**config.mk**
```make
export PLATFORM = sky130hd
export DESIGN_NAME = gf2_poly_mulmod_ds
export DESIGN_NICKNAME = d
export VERILOG_FILES = /design/src/rtl/gf2_poly_mulmod_ds.sv
export SDC_FILE = /design/constraint.sdc
export NUM_CORES = 2
export LEC_CHECK = 0
export ABC_AREA = 1
export BUFFER_PORTS_ARGS = -buffer_cell sky130_fd_sc_hd__buf_2
export CORE_MARGIN = 4
export CORE_UTILIZATION = 25
export DETAILED_ROUTE_END_ITERATION = 8
export GPL_TIMING_DRIVEN = 0
export HOLD_SLACK_MARGIN = 0.05
export PLACE_DENSITY_LB_ADDON = 0.2
export RECOVER_POWER = 25
export REMOVE_ABC_BUFFERS = 1
export SETUP_SLACK_MARGIN = 0.02
export SYNTH_ARGS = -nofsm -noshare
export SYNTH_HDL_FRONTEND = slang
export SYNTH_SLANG_ARGS = --single-unit
```
**constraint.sdc**
```tcl
create_clock -name clk -period 41.9 [get_ports clk]
set_input_delay 10.475 -clock clk [delete_from_list [all_inputs] [get_ports clk]]
set_output_delay 10.475 -clock clk [all_outputs]
set_load 0.03 [all_outputs]
```
**src/rtl/gf2_poly_mulmod_ds.sv**
```systemverilog
// Digit-serial GF(2)[x] multiply/square/multiply-accumulate modulo a programmable degree-W modulus.
// Each RUN cycle consumes D bits of B, MSB first, through a chained shift-reduce-add network.
module gf2_poly_mulmod_ds #(
  parameter int W = 144,
  parameter int D = 4
) (
  input  logic         clk,
  input  logic         rst,
  input  logic         mod_sel,
  input  logic [0:W]   mod_dat,
  input  logic         start,
  input  logic [1:0]   mode,
  input  logic [0:W-1] op_a_dat,
  input  logic [0:W-1] op_b_dat,
  output logic         busy,
  output logic         done,
  output logic [0:W-1] res_dat,
  output logic         mod_err
);

  localparam int NB = (W + D - 1) / D;
  localparam int BW = NB * D;
  localparam int CW = (NB > 1) ? $clog2(NB) : 1;

  // state   | meaning
  // ST_IDLE | waiting for an accepted start
  // ST_RUN  | consuming one digit of breg per cycle, NB cycles
  // ST_DONE | result just written, done pulse; may accept a new start
  typedef enum logic [1:0] {ST_IDLE, ST_RUN, ST_DONE} state_t;

  state_t          state, state_nxt;
  logic [W:0]      modreg;
  logic [W-1:0]    areg, acc, acc_nxt;
  logic [BW-1:0]   breg;
  logic [1:0]      mreg;
  logic [CW-1:0]   cnt;
  logic            accept, last;

  assign mod_err = ~modreg[W];
  assign busy    = (state == ST_RUN);
  assign done    = (state == ST_DONE);

  always_comb begin
    state_nxt = state;
    accept    = 1'b0;
    last      = 1'b0;
    case (state)
      ST_IDLE: begin
        if (start && !mod_err) begin
          accept    = 1'b1;
          state_nxt = ST_RUN;
        end
      end
      ST_RUN: begin
        if (cnt == '0) begin
          last      = 1'b1;
          state_nxt = ST_DONE;
        end
      end
      ST_DONE: begin
        if (start && !mod_err) begin
          accept    = 1'b1;
          state_nxt = ST_RUN;
        end else begin
          state_nxt = ST_IDLE;
        end
      end
      default: state_nxt = ST_IDLE;
    endcase
  end

  // Horner step per bit: shift, fold the x^W term back via the modulus, add A if the B bit is set.
  always_comb begin
    acc_nxt = acc;
    for (int i = 0; i < D; i++) begin
      acc_nxt = (acc_nxt << 1)
              ^ (acc_nxt[W-1] ? modreg[W-1:0] : '0)
              ^ (breg[BW-1-i] ? areg : '0);
    end
  end

  always_ff @(posedge clk or posedge rst) begin
    if (rst) begin
      state   <= ST_IDLE;
      modreg  <= '0;
      areg    <= '0;
      breg    <= '0;
      acc     <= '0;
      mreg    <= '0;
      cnt     <= '0;
      res_dat <= '0;
    end else begin
      state <= state_nxt;
      if (mod_sel && !busy)
        modreg <= mod_dat;
      if (accept) begin
        areg <= op_a_dat;
        breg <= (mode == 2'b10) ? BW'(op_a_dat) : BW'(op_b_dat);
        acc  <= '0;
        mreg <= mode;
        cnt  <= CW'(NB - 1);
      end else if (busy) begin
        acc  <= acc_nxt;
        breg <= breg << D;
        if (!last)
          cnt <= cnt - 1'b1;
        else
          res_dat <= (mreg == 2'b01) ? (acc_nxt ^ res_dat) : acc_nxt;
      end
    end
  end

endmodule

```
==> results.md <==
- Outcome: finished with violations
- Failing checks: capacitance limit, slew limit
- GP Congestion: 0.8153
- Worst EP arrival: 25.12 ns
- RSZ-0062 raised after global routing: false
- H-tree depth: 3
- Die area: 0.2212 mm^2
- Relative max-transition margin: -330.0%
- Fraction of layout cells with a size suffix above 1: 9.165%
- Post-synthesis cell area: 0.05344 mm^2
- Cell taking the most area after synthesis: dfrtp_1
- 1st-iter DRT viols: 3925
- Clk Latency, worst-skew pair: 0.75 ns
- WS Path Type: reg2reg
- Main area contributors after synthesis: dfrtp_1, nand2_1, nand3_1, inv_1, nor2_1
- Initial antenna violation count: 29
- Worst setup margin: 17.40 ns
- CTS Root Cell: clkbuf_16
- Worst Setup SP: breg[143]
- Initial Utilization: 25.17%
- Post-CTS resize count: 0
- CP max FO: 110
- Most frequent cells in the layout: nand2_1, inv_1, nand3_1
- Area delta synth->final: 18.81%
- Startpoint Class: flip-flop
- I/O Buffers: 585
- Worst reg2reg setup slack: 17.40 ns
- Syn Inst Count: 8898
- FP Rows: 169
- Setup bufs post-CTS: 0
- Worst Hold Class: reg2reg
- Initial DRT Pass Iterations: 6
- Die H: 470.4 um
- Slew Limit Fails: 1237
- Setup TNS: 0 ns
- Total CTS buffers: 99
- Max_cap viols: 18
- Most common cell after layout, fill and taps aside: nand2_1
- Worst-Margin Slew: 6.451 ns
- Post-Place Setup Slack: 27.65 ns
- Core box area: 0.2123 mm^2
- Hold_ws: 0.4841 ns
- CTS Hold Buffers Added: 0
- Cell chain of the critical path: nand2_1 > nand2_1 > clkbuf_1 > nand2_1 > nor2_1 > nand2_2 > nand2_1 > clkbuf_1 > nand2_1 > nand2_1 > nand2_1 > clkbuf_1 > o21ai_0 > nand2_1 > nand2_1 > o21ai_0
- Synthesis Warnings: 0
- Grt ovf: 0
- # setup viols final: 0
- Largest net degree at the start of global routing: 114
- Hpwl dp: 158300 um
- Clock skew: 0.02860 ns
- Max Freq: 0.04081 GHz
- Post-Route Utilization: 29.91%
- Total GRT Usage: 19.78%
- Tcrit/Tclk final: 58.47%
- Die X: 470.4 um
- TritonCTS Sinks: 731
- # nets final: 9722
- Critical R2R Launch: breg[143]
- HP Start: breg[85]
- Final Hold Fails: 0
- CP Capture Type: flip-flop
- Wire per inst: 18.38 um
- CP peak stage delay: 3.86 ns
- DR vias/cell: 4.717
- Reg clk slew, reported paths: 0.06 ns
- Num ports: 586
- CP delay by family, top: simple AND/OR/NAND/NOR gates
- Post-synth cell types: 32
- CP required: 42.52 ns
- Detailed Route WL: 224200 um
- Vias: 57530
- Number of global-route vias before repair: 54950
- Syn avg cell area: 6.006 um^2
- Cell repeated most along the worst path: nand2_1
- Number of DRC violations after detailed routing: 0
- Share of the synthesized area in the top cell type: 34.23%
- CTS tree: done
- CP max-delay cell: clkbuf_1
- Filler cell count: 23420
- Synth Register Bits: 731
- Detail Route Antenna Nets: 0
- First-pass GRT wire length: 339000 um
- Period minus WS final: 24.50 ns
- Max Root-Sink Buffers: 3
- Buf/Inv on CP: 3
- Register area share after synthesis: 34.23%
[path summary, 6_finish.rpt]
| check | depth (start not counted) | endpoint |
|---|---|---|
| max reg2reg | 16 | acc[48] |
| max in group asynchronous | 3 | res_dat[104] |
| max | 16 | acc[48] |
| min reg2reg | 2 | breg[89] |
| min | 2 | breg[89] |
| min in group asynchronous | 2 | acc[5] |
[worst register-to-register path: stages (launching register included)]
cell and delay (ns):
dfrtp_1 1.90, nand2_1 0.28, nand2_1 0.93, clkbuf_1 1.63
nand2_1 3.84, nor2_1 0.97, nand2_2 0.11, nand2_1 2.65
clkbuf_1 3.88, nand2_1 0.18, nand2_1 1.99, nand2_1 2.14
clkbuf_1 2.35, o21ai_0 1.05, nand2_1 0.27, nand2_1 0.13
o21ai_0 0.08
[flip-flops by register name (all words and copies together), names as in the netlist]
name / cells
acc: 144
state: 2
modreg: 145
areg: 144
mreg: 2
cnt: 6
breg: 144
res_dat: 144
[final cells by class]
| class | instances | area [um^2] | area share [%] |
|---|---|---|---|
| multi-input cells | 6576 | 29020 | 45.71 |
| diodes | 14 | 35.03 | 0.05518 |
| inverters | 1184 | 4468 | 7.037 |
| clock inverters | 40 | 581.8 | 0.9163 |
| well taps | 2821 | 3530 | 5.559 |
| flip-flops and latches | 731 | 18310 | 28.83 |
| repair buffers | 689 | 4647 | 7.319 |
| clock buffers | 142 | 2903 | 4.572 |
[cells by family (layout without fill, tap and decap cells)]
logic type	after synthesis	in the layout	share of synthesized area, %
other	0	14	0
DFF	731	731	34.23
muxes	1	1	0.02107
AOI/OAI and AO/OA	941	941	10.30
and+or+nand+nor	5503	5503	41.78
buffers and inverters	1591	2055	11.52
xor gates and xnor gates	129	129	2.114
adders and majority gates	2	2	0.04682
[per-stage QoR]
stage	instances	area (um^2)
after floorplan	8491	51730
after global placement	11900	58190
after detailed placement	12000	60330
after CTS	12180	63820
after global routing	12180	63460
final	12200	63490
[cell usage after synthesis (all sizes together)]
cell type,instances
nand3b,121
nand3,905
dfrtp,731
xor2,124
xnor2,5
buf,165
o21bai,122
o211ai,69
o22ai,4
mux2,1
o21ai,445
inv,1182
o221ai,58
ha,2
a31oi,70
nor2,468
a221o,1
clkinv,2
a21oi,172
nor4,1
nand4,23
clkbuf,242
nand2,3985
[per-layer routing]
layer  track usage (%)  vias to the layer above  wire length, um
met5                 0                        -              109
met4             5.180                       18             5749
met3             3.424                      294            12220
met2             33.54                     1444           104100
met1             25.92                    27230           102000
li1                  -                    28540                -
Power is not shown: default switching activity piles up to over one toggle a cycle in this logic, so the estimate is an artifact.
